$ cat src/rtl/spi_slave.sv
// SPI mode-0 slave (CPOL=0, CPHA=0, MSB first) running on the system clock.
// The external sck/ss/mosi pins are oversampled through two-flop synchronizers.
// Edges are detected on the synchronized copies. Each received frame is
// presented on data_out with a one-cycle new_data strobe. The reply word
// captured from data_in is shifted out on miso.
module spi_slave #(
  parameter int DATA_WIDTH = 8
) (
  input  logic                  clk,
  input  logic                  rst,
  input  logic                  ss,
  input  logic                  sck,
  input  logic                  mosi,
  output logic                  miso,
  input  logic [DATA_WIDTH-1:0] data_in,
  output logic [DATA_WIDTH-1:0] data_out,
  output logic                  new_data,
  output logic                  busy
);

  localparam int               CNT_W    = $clog2(DATA_WIDTH);
  localparam logic [CNT_W-1:0] LAST_BIT = CNT_W'(DATA_WIDTH - 1);

  typedef enum logic {
    IDLE   = 1'b0,
    ACTIVE = 1'b1
  } state_t;

  // Synchronizer chains plus one history stage for edge detection
  logic ss_meta_q, ss_s_q, ss_hist_q;
  logic sck_meta_q, sck_s_q, sck_hist_q;
  logic mosi_meta_q, mosi_s_q;

  // Frame state and registered outputs
  state_t                  state_q;
  logic [CNT_W-1:0]        bit_cnt_q;
  logic [DATA_WIDTH-1:0]   tx_shift_q;
  logic [DATA_WIDTH-2:0]   rx_shift_q;
  logic [DATA_WIDTH-1:0]   data_out_q;
  logic                    new_data_q;
  logic                    busy_q;

  logic ss_fall, ss_rise, sck_rise, sck_fall;
  logic [DATA_WIDTH-1:0] rx_next;

  assign ss_fall  =  ss_hist_q  & ~ss_s_q;
  assign ss_rise  = ~ss_hist_q  &  ss_s_q;
  assign sck_rise = ~sck_hist_q &  sck_s_q;
  assign sck_fall =  sck_hist_q & ~sck_s_q;

  // The newest bit joins the stored bits here. The top bit of a frame is only
  // ever needed for data_out, so rx_shift_q holds one bit less than a frame.
  assign rx_next = {rx_shift_q, mosi_s_q};

  // Pin synchronizers and edge-detect history
  always_ff @(posedge clk or negedge rst) begin
    if (!rst) begin
      // NOTE: the ss chain resets to 0 (selected), not 1. A master already
      // holding ss low at reset release then produces no ss_fall. That frame
      // is ignored until ss rises and falls again.
      ss_meta_q   <= 1'b0;
      ss_s_q      <= 1'b0;
      ss_hist_q   <= 1'b0;
      sck_meta_q  <= 1'b0;
      sck_s_q     <= 1'b0;
      sck_hist_q  <= 1'b0;
      mosi_meta_q <= 1'b0;
      mosi_s_q    <= 1'b0;
    end else begin
      // NOTE: non-blocking assignments make every stage take the previous
      // value of its neighbour, so the chain really is N flops deep.
      ss_meta_q   <= ss;
      ss_s_q      <= ss_meta_q;
      ss_hist_q   <= ss_s_q;
      sck_meta_q  <= sck;
      sck_s_q     <= sck_meta_q;
      sck_hist_q  <= sck_s_q;
      mosi_meta_q <= mosi;
      mosi_s_q    <= mosi_meta_q;
    end
  end

  // Frame FSM: select/deselect, bit capture, reply shifting, output strobes
  always_ff @(posedge clk or negedge rst) begin
    if (!rst) begin
      state_q    <= IDLE;
      bit_cnt_q  <= '0;
      tx_shift_q <= '0;
      rx_shift_q <= '0;
      data_out_q <= '0;
      new_data_q <= 1'b0;
      busy_q     <= 1'b0;
    end else begin
      new_data_q <= 1'b0;
      unique case (state_q)
        IDLE: begin
          // sck activity while deselected is ignored. A coincident sck_rise
          // at select only sees the reply load.
          if (ss_fall) begin
            state_q    <= ACTIVE;
            tx_shift_q <= data_in;
            bit_cnt_q  <= '0;
            busy_q     <= 1'b1;
          end
        end
        ACTIVE: begin
          if (ss_rise) begin
            // Deselect wins over any coincident sck edge. The partial frame
            // is dropped.
            state_q   <= IDLE;
            busy_q    <= 1'b0;
            bit_cnt_q <= '0;
          end else if (sck_rise) begin
            rx_shift_q <= rx_next[DATA_WIDTH-2:0];
            if (bit_cnt_q == LAST_BIT) begin
              data_out_q <= rx_next;
              new_data_q <= 1'b1;
              bit_cnt_q  <= '0;
              tx_shift_q <= data_in;
            end else begin
              bit_cnt_q <= bit_cnt_q + 1'b1;
            end
          end else if (sck_fall) begin
            // At a frame boundary the freshly loaded MSB must stay on miso
            // for the first bit of the next frame.
            if (bit_cnt_q != '0) begin
              tx_shift_q <= tx_shift_q << 1;
            end
          end
        end
        default: state_q <= IDLE;
      endcase
    end
  end

  assign miso     = busy_q & tx_shift_q[DATA_WIDTH-1];
  assign data_out = data_out_q;
  assign new_data = new_data_q;
  assign busy     = busy_q;

endmodule

$ cat config.mk
export PLATFORM = sky130hd
export DESIGN_NAME = spi_slave
export DESIGN_NICKNAME = d
export VERILOG_FILES = /design/src/rtl/spi_slave.sv
export SDC_FILE = /design/constraint.sdc
export NUM_CORES = 1
export LEC_CHECK = 0
export ABC_AREA = 0
export CAP_MARGIN = 40
export CORE_ASPECT_RATIO = 1.75
export CORE_MARGIN = 1.5
export CORE_UTILIZATION = 55
export CTS_BUF_LIST = sky130_fd_sc_hd__clkbuf_4 sky130_fd_sc_hd__clkbuf_8
export CTS_CLUSTER_DIAMETER = 60
export DETAILED_ROUTE_END_ITERATION = 10
export GPL_TIMING_DRIVEN = 0
export PLACE_DENSITY = 0.87
export SLEW_MARGIN = 10
export SYNTH_ARGS = -nofsm -noshare
export SYNTH_HDL_FRONTEND = slang
export SYNTH_SLANG_ARGS = --single-unit
$ cat constraint.sdc
create_clock -name clk -period 2.5 [get_ports clk]
set_clock_uncertainty 0.1 [all_clocks]
set_input_delay 0.5 -clock clk [delete_from_list [all_inputs] [get_ports clk]]
set_output_delay 0.5 -clock clk [all_outputs]
set_load 0.02 [all_outputs]
==> out/qor.txt <==
Fraction of layout cells with a size suffix above 1 - 0.291
Post-Route WL - 2.73 mm
Root buffer cell - clkbuf_8
Final setup fails - 0
Synthesis Warnings - 0
Port Buffers - 23
Hold Buf Count CTS - 0
CTS Buf Count - 5
Gr ovfl total - 0
Initial antenna violation count - 0
Via count of the first global-routing pass - 983
Cell leakage power - 0.898 nW
Synth Register Bits - 37
DR WL/cell - 16.2 µm
Syn Inst Count - 112
First-pass GRT wire length - 4.63 mm
Design area - 1900 µm²
Die Y-Extent - 73.6 µm
Rows - 25
Final ANT Viol Nets - 0
Wire length on met3 - 147 µm
Least-Margin Pin Slew - 800 ps
Core Area - 2720 µm²
Fin crit share - 0.798
RSZ-0062 raised after global routing - false
# DRC - 0
1st-iter DRT viols - 15
Antenna cells - 0
Resize count post-CTS - 0
Max Slew Vio Count - 0
Fin crit period - 2000 ps
Final Worst Setup Slack - 504 ps
Post-synthesis sequential area ratio - 0.591
Met2 WL - 1.43 mm
Syn_nets - 129
Worst-path clk slew - 80 ps
Min-delay worst type - in2async
Filler instances - 190
Multi-input logic area - 591 µm²
First-pass DRT Iterations - 4
Vias/cell - 5.68
Critical Path AT - 1400 ps
Worst skew pair latency - 300 ps
Die X - 43.4 µm
Setup WS pre-CTS - 593 ps
Largest net degree at the start of global routing - 38
Crit Path Max Fanout - 4
Setup TNS Final - 0 ps
Top sig layer - met4
DP HPWL - 1.90 mm
Cell count of the worst reg-to-reg path - 5
H-tree levels - 2
TritonCTS clock tree - built
CP Class - reg2out
GRT Overall Usage - 0.207
Worst IR Drop VDD - 0.509 mV
DIE AREA - 3190 µm²
Syn Area/Cell - 14.0 µm²
CTS Sinks - 37
Critical Path End Type - output port
Fmax - 501 MHz
Worst EP required - 1900 ps
Yosys cell types - 28
Wire length on met1 - 1.06 mm
DR vias - 955
Placed Area - 1830 µm²
Post-CTS setup buffer count - 0
Storage element area - 926 µm²
Max Root-Sink Buffers - 2
Initial core utilization - 0.576
Area delta synth->final - 21.2%
Max-slew headroom - 0.467
Outcome - completed
Final Hold Fails - 0
I/O Pins - 24
Power per cell area - 848 nW/µm²
Final nets - 159
Mapped cell area - 1570 µm²
Placer Congestion - 0.741
Critical Path Start Type - flip-flop
Max cap viols - 0
## critical path: stages, from the launching register on
cell,delay (ps)
dfrtp_1,390
and2_1,130
clkdlybuf4s50_1,590
## flip-flops by register name (all words and copies together) (netlist names), 3 cells and up
signal / flops
bit_cnt_q: 3
data_out: 8
rx_shift_q: 7
tx_shift_q: 8
## synthesized netlist by cell type
| cell | n | share of area |
|---|---|---|
| inv_1 | 6 | 0.014 |
| nand2b_1 | 2 | 0.0080 |
| buf_2 | 2 | 0.0064 |
| o21ai_0 | 3 | 0.0096 |
| nor2_1 | 4 | 0.0096 |
| a31oi_1 | 1 | 0.0040 |
| and2b_1 | 1 | 0.0048 |
| nor3b_1 | 1 | 0.0048 |
| mux2_4 | 7 | 0.067 |
| buf_6 | 1 | 0.0072 |
| nand3_1 | 1 | 0.0032 |
| a21oi_1 | 2 | 0.0064 |
| nor3_1 | 1 | 0.0032 |
| and2_1 | 1 | 0.0040 |
| dfrtp_1 | 37 | 0.59 |
| a311o_1 | 1 | 0.0064 |
| o211ai_1 | 1 | 0.0048 |
| nand3b_1 | 1 | 0.0048 |
| nor2b_1 | 1 | 0.0040 |
| nor2_2 | 1 | 0.0040 |
| nand2_1 | 5 | 0.012 |
| buf_4 | 1 | 0.0048 |
| o21a_1 | 1 | 0.0048 |
| ha_1 | 4 | 0.032 |
| a2bb2oi_1 | 1 | 0.0056 |
| a211oi_1 | 2 | 0.0096 |
| mux2i_1 | 1 | 0.0064 |
| mux2_2 | 22 | 0.16 |
## cells by family after synthesis
kind of cell             Yosys count  synth area share
adder cells (fa/ha/maj)            4            0.0319
multiplexers                      30             0.231
AO/OA/AOI/OAI                     12            0.0511
buffers and inverters             10            0.0327
AND/OR/NAND/NOR                   19            0.0623
flip-flops                        37             0.591
## worst paths after layout
check,from,end,slack [ps]
min in group clk,ss_meta_q,ss_s_q,250
max,busy,miso,500
max reg2reg,sck_s_q,tx_shift_q[6],560
min reg2reg,ss_meta_q,ss_s_q,250
max in group asynchronous,rst,new_data,1600
min,rst,tx_shift_q[5],190
## report_power, final
group          switching [mW]  internal [mW]  leakage [nW]  total [mW]
registers              0.0869          0.736         0.463       0.823
logic                   0.165          0.243         0.395       0.408
clock network           0.197          0.183        0.0399       0.380
total                   0.448           1.16         0.898        1.61
## layer usage
layer,track usage,vias to the layer above
met5,0,-
met4,0.138,0
met3,0.0614,10
met2,0.333,30
met1,0.231,469
li1,-,446
## area by class of cell
cell class | instances | share of cell area
Multi-Input combinational cell | 65 | 0.311
Clock inverter | 1 | 0.00263
Buffer | 4 | 0.0151
Clock buffer | 5 | 0.0362
Timing Repair Buffer | 23 | 0.118
Sequential cell | 37 | 0.487
Tap cell | 27 | 0.0178
Inverter | 6 | 0.0118
## through the flow
stage                     total power [mW]  hold slack, ps  cells  utilization
after global routing                  1.71             260    168        0.698
final                                 1.61             191    168        0.698
after floorplan                       1.10             104    112            -
after CTS                             1.63             212    168        0.698
after global placement                1.21             234    162        0.673
after detailed placement              1.24             237    162        0.671
## cells in the final DEF (no fill, tap or decap)
master	synthesis	routed
a2bb2oi_1	1	1
nand3b_1	1	1
a211oi_1	2	2
buf_4	1	1
ha_1	4	4
nor2_1	4	4
clkinv_2	0	1
mux2_2	22	22
inv_1	6	6
nor2b_1	1	1
o21ai_0	3	3
o21a_1	1	1
buf_6	1	1
mux2i_1	1	1
and2b_1	1	1
and2_1	1	1
nor2_2	1	1
nand3_1	1	1
nor3b_1	1	1
nor3_1	1	1
a21oi_1	2	2
buf_2	2	3
clkbuf_8	0	5
nand2b_1	2	2
mux2_4	7	7
dfrtp_1	37	37
nand2_1	5	5
a31oi_1	1	1
o211ai_1	1	1
clkdlybuf4s50_1	0	22
a311o_1	1	1
(Power assumes the default switching activity.)
